$ cat src/rtl/perip_pump_ctrl_if.sv
// CPU-side peripheral bus: chip select, strobes, address and data.
interface perip_pump_ctrl_if;
    logic [31:0] d_in;
    logic [31:0] addr;
    logic [31:0] d_out;
    logic        cs;
    logic        rd;
    logic        wr;

    modport master (output d_in, addr, cs, rd, wr, input d_out);
    modport slave  (input d_in, addr, cs, rd, wr, output d_out);
endinterface

$ cat src/rtl/perip_pump_ctrl.sv
// Irrigation pump controller: soft-start duty ramp, timed run, mandatory
// cool-down, low-level interlock, memory-mapped control and status.
//
// state | meaning
// IDLE  | pump off, waiting for start
// RAMP  | pump on, effective duty climbing by one every RAMP_MS ms
// RUN   | pump on, effective duty follows DUTY directly
// COOL  | pump off, holding off restarts for COOL_MS ms
module perip_pump_ctrl #(
    parameter int TICK_DIV = 25000,
    parameter int PWM_DIV  = 4,
    parameter int RAMP_MS  = 4,
    parameter int COOL_MS  = 2000
) (
    input  logic              clk,
    input  logic              rst,
    perip_pump_ctrl_if.slave  bus,
    input  logic              level_ok,
    output logic              pump_pwm,
    output logic              pump_on,
    output logic              irq_done
);

    localparam int TW = (TICK_DIV > 1) ? $clog2(TICK_DIV) : 1;
    localparam int PW = (PWM_DIV > 1) ? $clog2(PWM_DIV) : 1;
    localparam int RW = (RAMP_MS > 1) ? $clog2(RAMP_MS) : 1;
    localparam int CW = (COOL_MS > 0) ? $clog2(COOL_MS + 1) : 1;

    localparam logic [TW-1:0] TICK_LAST = TW'(TICK_DIV - 1);
    localparam logic [PW-1:0] PWM_LAST  = PW'(PWM_DIV - 1);
    localparam logic [RW-1:0] RAMP_LOAD = RW'(RAMP_MS - 1);
    localparam logic [CW-1:0] COOL_LOAD = CW'(COOL_MS);

    localparam logic [4:0] A_CTRL   = 5'h00;
    localparam logic [4:0] A_DUR    = 5'h04;
    localparam logic [4:0] A_DUTY   = 5'h08;
    localparam logic [4:0] A_STATUS = 5'h0C;
    localparam logic [4:0] A_REM    = 5'h10;

    typedef enum logic [1:0] {
        IDLE = 2'd0,
        RAMP = 2'd1,
        RUN  = 2'd2,
        COOL = 2'd3
    } state_t;

    state_t        state_q, state_d;
    logic [23:0]   duration_q;
    logic [7:0]    duty_q;
    logic [23:0]   remaining_q, remaining_d;
    logic [7:0]    eff_duty_q, eff_duty_d;
    logic          done_q, done_d;
    logic          fault_q, fault_d;
    logic [CW-1:0] cool_q, cool_d;
    logic [RW-1:0] ramp_q, ramp_d;
    logic [TW-1:0] tick_cnt;
    logic [PW-1:0] pwm_div_cnt;
    logic [7:0]    pwm_cnt;
    logic [31:0]   rdata;
    logic [7:0]    duty_now;
    logic          tick;

    logic [4:0] reg_addr;
    logic       wr_en, rd_en, ctrl_wr, start, stop, clr;
    logic       unused_bits;

    assign reg_addr    = bus.addr[4:0];
    assign wr_en       = bus.cs & bus.wr;
    assign rd_en       = bus.cs & bus.rd;
    assign ctrl_wr     = wr_en && (reg_addr == A_CTRL);
    assign start       = ctrl_wr & bus.d_in[0];
    assign stop        = ctrl_wr & bus.d_in[1];
    assign clr         = ctrl_wr & bus.d_in[2];
    assign unused_bits = ^{bus.addr[31:5], bus.d_in[31:24]};

    assign tick = (tick_cnt == TICK_LAST);

    // Free-running 1 ms prescaler; tick is high in the cycle it wraps.
    always_ff @(posedge clk or posedge rst) begin
        if (rst) begin
            tick_cnt <= '0;
        end else if (tick) begin
            tick_cnt <= '0;
        end else begin
            tick_cnt <= tick_cnt + 1'b1;
        end
    end

    // PWM step prescaler and 8-bit PWM ramp counter.
    always_ff @(posedge clk or posedge rst) begin
        if (rst) begin
            pwm_div_cnt <= '0;
            pwm_cnt     <= '0;
        end else if (pwm_div_cnt == PWM_LAST) begin
            pwm_div_cnt <= '0;
            pwm_cnt     <= pwm_cnt + 8'd1;
        end else begin
            pwm_div_cnt <= pwm_div_cnt + 1'b1;
        end
    end

    // Firmware-writable configuration registers.
    always_ff @(posedge clk or posedge rst) begin
        if (rst) begin
            duration_q <= '0;
            duty_q     <= '0;
        end else if (wr_en) begin
            if (reg_addr == A_DUR)  duration_q <= bus.d_in[23:0];
            if (reg_addr == A_DUTY) duty_q     <= bus.d_in[7:0];
        end
    end

    // Read mux; status reflects the state before this edge's update.
    always_comb begin
        rdata = '0;
        case (reg_addr)
            A_DUR:    rdata = {8'd0, duration_q};
            A_DUTY:   rdata = {24'd0, duty_q};
            A_STATUS: rdata = {27'd0, level_ok, fault_q, done_q, state_q};
            A_REM:    rdata = {8'd0, remaining_q};
            default:  rdata = '0;
        endcase
    end

    // Read data is captured on cs&rd and held otherwise.
    always_ff @(posedge clk or posedge rst) begin
        if (rst) begin
            bus.d_out <= '0;
        end else if (rd_en) begin
            bus.d_out <= rdata;
        end
    end

    // Next-state and datapath; clear lands before any event can set flags.
    always_comb begin
        state_d     = state_q;
        remaining_d = remaining_q;
        eff_duty_d  = eff_duty_q;
        done_d      = done_q;
        fault_d     = fault_q;
        cool_d      = cool_q;
        ramp_d      = ramp_q;

        if (clr) begin
            done_d  = 1'b0;
            fault_d = 1'b0;
        end

        case (state_q)
            IDLE: begin
                if (start) begin
                    if (!level_ok) begin
                        fault_d = 1'b1;
                    end else if (duration_q != 24'd0) begin
                        remaining_d = duration_q;
                        eff_duty_d  = 8'd0;
                        ramp_d      = RAMP_LOAD;
                        state_d     = RAMP;
                    end
                end
            end
            RAMP, RUN: begin
                if (!level_ok) begin
                    fault_d = 1'b1;
                    cool_d  = COOL_LOAD;
                    state_d = COOL;
                end else if (stop) begin
                    cool_d  = COOL_LOAD;
                    state_d = COOL;
                end else if (tick && (remaining_q <= 24'd1)) begin
                    remaining_d = 24'd0;
                    done_d      = 1'b1;
                    cool_d      = COOL_LOAD;
                    state_d     = COOL;
                end else begin
                    if (tick) remaining_d = remaining_q - 24'd1;
                    if (state_q == RUN) begin
                        eff_duty_d = duty_q;
                    end else if (eff_duty_q >= duty_q) begin
                        // Also covers DUTY lowered below the ramp mid-way.
                        eff_duty_d = duty_q;
                        state_d    = RUN;
                    end else if (tick) begin
                        if (ramp_q == '0) begin
                            eff_duty_d = eff_duty_q + 8'd1;
                            ramp_d     = RAMP_LOAD;
                        end else begin
                            ramp_d = ramp_q - 1'b1;
                        end
                    end
                end
            end
            COOL: begin
                if (tick) begin
                    if (cool_q <= CW'(1)) begin
                        cool_d  = '0;
                        state_d = IDLE;
                    end else begin
                        cool_d = cool_q - 1'b1;
                    end
                end
            end
            default: state_d = IDLE;
        endcase
    end

    // FSM state and run datapath registers.
    always_ff @(posedge clk or posedge rst) begin
        if (rst) begin
            state_q     <= IDLE;
            remaining_q <= '0;
            eff_duty_q  <= '0;
            done_q      <= 1'b0;
            fault_q     <= 1'b0;
            cool_q      <= '0;
            ramp_q      <= '0;
        end else begin
            state_q     <= state_d;
            remaining_q <= remaining_d;
            eff_duty_q  <= eff_duty_d;
            done_q      <= done_d;
            fault_q     <= fault_d;
            cool_q      <= cool_d;
            ramp_q      <= ramp_d;
        end
    end

    // In RUN the live DUTY register drives the comparator so writes act at once.
    assign duty_now = (state_q == RUN) ? duty_q : eff_duty_q;
    assign pump_on  = (state_q == RAMP) || (state_q == RUN);
    assign pump_pwm = pump_on && (pwm_cnt < duty_now);
    assign irq_done = done_q;

endmodule

$ cat src/flat_wrapper.sv
// flat-port wrapper written by rule: the top's interface ports become plain ports
module perip_pump_ctrl_flat 
#(
    parameter int TICK_DIV = 25000,
    parameter int PWM_DIV  = 4,
    parameter int RAMP_MS  = 4,
    parameter int COOL_MS  = 2000
)
  (clk, rst, level_ok, pump_pwm, pump_on, irq_done, bus_d_in, bus_addr, bus_cs, bus_rd, bus_wr, bus_d_out);
  perip_pump_ctrl_if bus_i ();
  input  logic clk;
  input  logic rst;
  input  logic level_ok;
  output logic pump_pwm;
  output logic pump_on;
  output logic irq_done;
  input wire logic [$bits(bus_i.d_in)-1:0] bus_d_in;
  input wire logic [$bits(bus_i.addr)-1:0] bus_addr;
  input wire logic [$bits(bus_i.cs)-1:0] bus_cs;
  input wire logic [$bits(bus_i.rd)-1:0] bus_rd;
  input wire logic [$bits(bus_i.wr)-1:0] bus_wr;
  output wire logic [$bits(bus_i.d_out)-1:0] bus_d_out;
  assign bus_i.d_in = bus_d_in;
  assign bus_i.addr = bus_addr;
  assign bus_i.cs = bus_cs;
  assign bus_i.rd = bus_rd;
  assign bus_i.wr = bus_wr;
  assign bus_d_out = bus_i.d_out;
  perip_pump_ctrl #(.TICK_DIV(TICK_DIV), .PWM_DIV(PWM_DIV), .RAMP_MS(RAMP_MS), .COOL_MS(COOL_MS)) u_core (.clk(clk), .rst(rst), .bus(bus_i), .level_ok(level_ok), .pump_pwm(pump_pwm), .pump_on(pump_on), .irq_done(irq_done));
endmodule
$ cat config.mk
export PLATFORM = sky130hd
export DESIGN_NAME = perip_pump_ctrl_flat
export DESIGN_NICKNAME = d
export VERILOG_FILES = /design/src/rtl/perip_pump_ctrl_if.sv /design/src/rtl/perip_pump_ctrl.sv /design/src/flat_wrapper.sv
export SDC_FILE = /design/constraint.sdc
export NUM_CORES = 1
export LEC_CHECK = 0
export BUFFER_PORTS_ARGS = -buffer_cell sky130_fd_sc_hd__clkbuf_2
export CAP_MARGIN = 20
export CORE_MARGIN = 5
export CORE_UTILIZATION = 43
export DETAILED_ROUTE_END_ITERATION = 8
export GPL_ROUTABILITY_DRIVEN = 0
export GPL_TIMING_DRIVEN = 0
export PLACE_DENSITY = 0.64
export SYNTH_ARGS = -nofsm -noshare
export SYNTH_HDL_FRONTEND = slang
export SYNTH_SLANG_ARGS = --single-unit
$ cat constraint.sdc
create_clock -name clk -period 4.35 [get_ports clk]
set_input_delay 0.435 -clock clk [delete_from_list [all_inputs] [get_ports clk]]
set_output_delay 0.435 -clock clk [all_outputs]
set_load 0.05 [all_outputs]
### After elaboration in Yosys (flattened, before gate mapping)

Index checks and enable logic that the tools add are counted.

| storage, ports and cells | value |
|---|---|
| bits in registers | 138 |
| ROM bits | 0 |
| latch bits | 0 |
| memories kept | 0 |
| input port bits | 70 |
| RAM bits | 0 |
| output and inout port bits | 35 |

| cells by class | value |
|---|---|
| shift-type cells | 0 |
| bitwise operators | 5 |
| $mul | 0 |
| $lt $le $gt $ge | 4 |
| divide/modulo/power cells | 0 |
| mux-type cells | 60 |
| $add $sub $neg | 7 |
| eq/ne operators | 26 |
| reductions and logical operators | 18 |

Operator list:

| cell | number |
|---|---|
| $mux 24 | 7 |
| $pmux 24 s4 | 1 |
| $mux 8 | 11 |
| $mux 11 | 5 |
| $pmux 24 s2 | 1 |
| $mux 2 | 21 |
| $le 24x1->1 const B | 1 |
| $reduce_bool 24->1 | 1 |
| $sub 24x1->24 const B | 1 |
| $pmux 11 s2 | 1 |
| $add 8x1->8 const B | 2 |
| $pmux 8 s2 | 1 |
| $add 15x1->15 const B | 1 |
| $eq 15x15->1 const B | 1 |
| $mux 15 | 1 |
| $reduce_and 7->1 | 2 |
| $ne 2x2->1 const B | 6 |
| $le 11x1->1 const B | 1 |
| $sub 11x1->11 const B | 1 |
| $eq 5x4->1 const B | 2 |
| $ne 2x1->1 const B | 5 |
| $reduce_and 10->1 | 1 |
| $reduce_and 9->1 | 1 |
| $ge 8x8->1 | 1 |
| 25 further kinds | 44 |

### Logic depth before layout (Yosys ltp)

| depth | value |
|---|---|
| depth after elaboration | 9 |
| depth in mapped cells | 10 |
| depth with buffers taken out | 9 |

### Least setup slack after synthesis

No wires, ideal clock.

| timing | value |
|---|---|
| kind | register to output |
| start point | register u_core.state_q[0] |
| end point | output port pump_pwm |
| stages on the path, launching flop included | 11 |
| data required time | 3.915 ns |
| path buffers | 1 |
| path slack | -0.492 ns |
| arrival | 4.407 ns |
| path through | dfrtp_1 inv_1 ha_1 clkbuf_1 mux2i_1 ha_1 o21a_1 o21a_1 o21ai_0 a21oi_1 a2111oi_0 |

| on the way | value |
|---|---|
| longest elaborated chain between the ends | 4 |

Ends and longest elaborated chain:

| what | RTL line | text |
|---|---|---|
| start: declaration | perip_pump_ctrl.sv:47 | `state_t state_q, state_d;` |
| start signal: assignment | perip_pump_ctrl.sv:218 | `state_q <= state_d;` |
| $eq 2x2->1 | perip_pump_ctrl.sv:229, perip_pump_ctrl.sv:230 |  |
| $mux 8 | perip_pump_ctrl.sv:229 | `assign duty_now = (state_q == RUN) ? duty_q : eff_duty_q;` |
| $lt 8x8->1 | perip_pump_ctrl.sv:231 | `assign pump_pwm = pump_on && (pwm_cnt < duty_now);` |
| $logic_and 1x1->1 * | perip_pump_ctrl.sv:231 |  |
| end: declaration | flat_wrapper.sv:14 | `output logic pump_pwm;` |

Every way passes the cells marked *; elsewhere a longest branch is shown, timed or not.

### Worst setup path in the final report

Same ends and word-level chain as after synthesis.

==> summary.txt <==
critical-path maximum fanout = 10
Slew headroom = 0.416
# port buffers = 60
vias in the first global route = 6151
mapped cell area = 0.00724 mm^2
Slew Limit Fails = 0
Die Footprint = 0.0195 mm^2
initial core utilization = 0.438
final worst slack = 0.424 ns
Cells after Synth = 776
Final Critical Period = 3.93 ns
Worst Tran Pin Value = 0.854 ns
HPWL after detailed placement = 14.3 mm
crit path kind = register to output pin
final-report setup violation count = 0
post-route ant nets = 0
Die X-Extent = 140 um
Yosys Warn Count = 0
Overflow after GRT = 0
total core area = 0.0165 mm^2
outcome = finished clean
setup bufs post-CTS = 0
Post-synth top flop = dfrtp_1
cts hold-fix bufs = 0
reg2reg start = u_core.state_q[0]
fin area = 0.00849 mm^2
Root Buffer = clkbuf_16
Std-Cell Rows = 47
PwrDens = 645 mW/mm^2
share of the yosys chip area belonging to registers = 0.450
FF+latch count, synth = 130
n_diodes = 0
overall via count from detail_route = 6341
TNS Setup = 0 ns
Yosys top cell area share = 0.450
fin crit share = 0.903
commonest cells after routing, fill and taps aside = dfrtp_1 (130), o21ai_0 (92), nor2_1 (76)
initial antenna violation count = 1
critical path data arrival time = 3.49 ns
synth-to-layout area growth = 17.4%
Residual DRC = 0
die height = 140 um
Post-synth EDFFs = 0
Cell Area, Placed = 0.00787 mm^2
post-place setup slack = 0.833 ns
Max Freq = 255 MHz
Worst Setup End Kind = output pin
Vias/cell = 5.79
Max rail drop VDD = 446 uV
clock skew = 0.00754 ns
Final Hold Vio Count = 0
Total Routing Usage GR = 0.204
H-tree Lvls = 4
TritonCTS buffer count = 17
post-synth cell types = 62
R2R setup slack = 0.93 ns
RSZ-0062 raised after global routing = no
fillers = 1533
detailed-router iteration count before antenna repair = 6
CTS tree = yes
CP required = 3.91 ns
commonest non-fill, non-tap cell in the layout = dfrtp_1
largest net degree at the start of global routing = 69
drt initial violations = 463
area leader, netlist = dfrtp_1
worst skew pair latency = 0.43 ns
I/O pin total = 105
main area contributors after synthesis = dfrtp_1 (45%), o21ai_0 (6.4%), ha_1 (5.2%), mux2_2 (4.2%), nor2_1 (3.9%)
# resized after CTS = 0
max-cap violation count = 0
fin nets = 963
total leakage power = 3.79 nW
Post-synth ARST share = 1.00
clk sink count = 130
hold crit path type = input pin to asynchronous set/reset pin
share of cells above drive strength 1 = 0.160
Worst-path clk slew = 0.06 ns
global-route wire length before repair = 32.6 mm
total detailed-routing wirelength = 19.5 mm
crit path from = u_core.state_q[0]
syn_area_per_cell = 9.33 um^2
clk buf depth = 2
post-DR wirelength/cell = 17.8 um
crit start category = register
## logic make-up (layout without fill, tap and decap cells)
family / count (synthesis) / after routing / share of synthesized area
adder cells (fa/ha/maj): 30 / 30 / 0.0519
XOR/XNOR: 19 / 19 / 0.0230
AND/OR/NAND/NOR: 257 / 257 / 0.171
flip-flops: 130 / 130 / 0.450
buffers and inverters: 75 / 168 / 0.0436
multiplexers: 40 / 40 / 0.0600
AO/OA/AOI/OAI: 224 / 224 / 0.201
other: 1 / 8 / 0.000518
## flip-flops by register name, indices dropped and copies added, names as in the netlist, 2 cells and up
register	cells
u_core.pwm_cnt	8
u_core.tick_cnt	15
u_core.remaining_q	24
u_core.duty_q	8
u_core.eff_duty_q	8
u_core.pwm_div_cnt	2
u_core.cool_q	11
u_core.duration_q	24
u_core.bus.d_out	24
u_core.state_q	2
u_core.ramp_q	2
## final timing paths
path	to	cells after the start
min in group clk	u_core.duration_q[14]	2
worst max register to register	u_core.cool_q[4]	9
worst min register to register	u_core.pwm_div_cnt[0]	1
worst min-delay path	u_core.bus.d_out[6]	2
worst max-delay path	pump_pwm	11
max in group asynchronous	u_core.remaining_q[23]	3
## through the flow
stage          total power, mW  instances  hold WS [ns]  utilization
3_5_place_dp              3.95       1064         0.418        0.476
3_3_place_gp              3.92       1063         0.412        0.474
2_1_floorplan             3.27        783         0.403            -
5_1_grt                   5.82       1096         0.139        0.514
4_1_cts                   5.47       1096         0.106        0.514
6_report                  5.47       1096        0.0721        0.514
## area by class of cell
type                            count  area [um^2]  share of cell area
Buffer                             46          206              0.0243
Clock buffer                       20          467              0.0549
Clock inverter                     12          154              0.0181
Inverter                           29          114              0.0134
Multi-Input combinational cell    578         3700               0.435
Sequential cell                   130         3250               0.383
Tap cell                          220          275              0.0324
Timing Repair Buffer               61          328              0.0386
## metal layers
layer,GRT usage,up-vias,wire length (um)
met5,0,-,13
met4,0.0785,2,514
met3,0.0388,39,978
met2,0.323,191,9180
met1,0.280,3087,8840
li1,-,3022,-
## cell usage after synthesis (all sizes together), types with 4 or more instances
master and number:
o31ai 7, nand3 17, nor3 21, nor2 76
a31oi 7, a21o 4, a22oi 22, and2 7
a221oi 7, mux2i 13, o21ai 94, a32oi 5
and3 11, o21a 4, buf 13, a22o 8
xnor2 10, nand2 69, xor2 9, or2 5
clkbuf 33, mux2 27, ha 30, nand4 5
a21oi 30, or3 8, dfrtp 130, or4 10
o21bai 4, nor4 18, inv 28
## critical path, stage by stage, from the launching register on
cell and delay [ns]:
dfrtp_1 0.47, inv_1 0.16, ha_1 0.18, clkbuf_1 0.56, mux2i_1 0.29, ha_1 0.26, o21a_1 0.11, o21a_1 0.16
o21ai_0 0.16, a21oi_1 0.09, a2111oi_1 0.28, clkbuf_2 0.35
## power by group
part / internal (mW) / switching, mW
clock: 0.947 / 0.554
combinational: 0.752 / 1.53
sequential: 1.42 / 0.270
(Power assumes the default switching activity.)
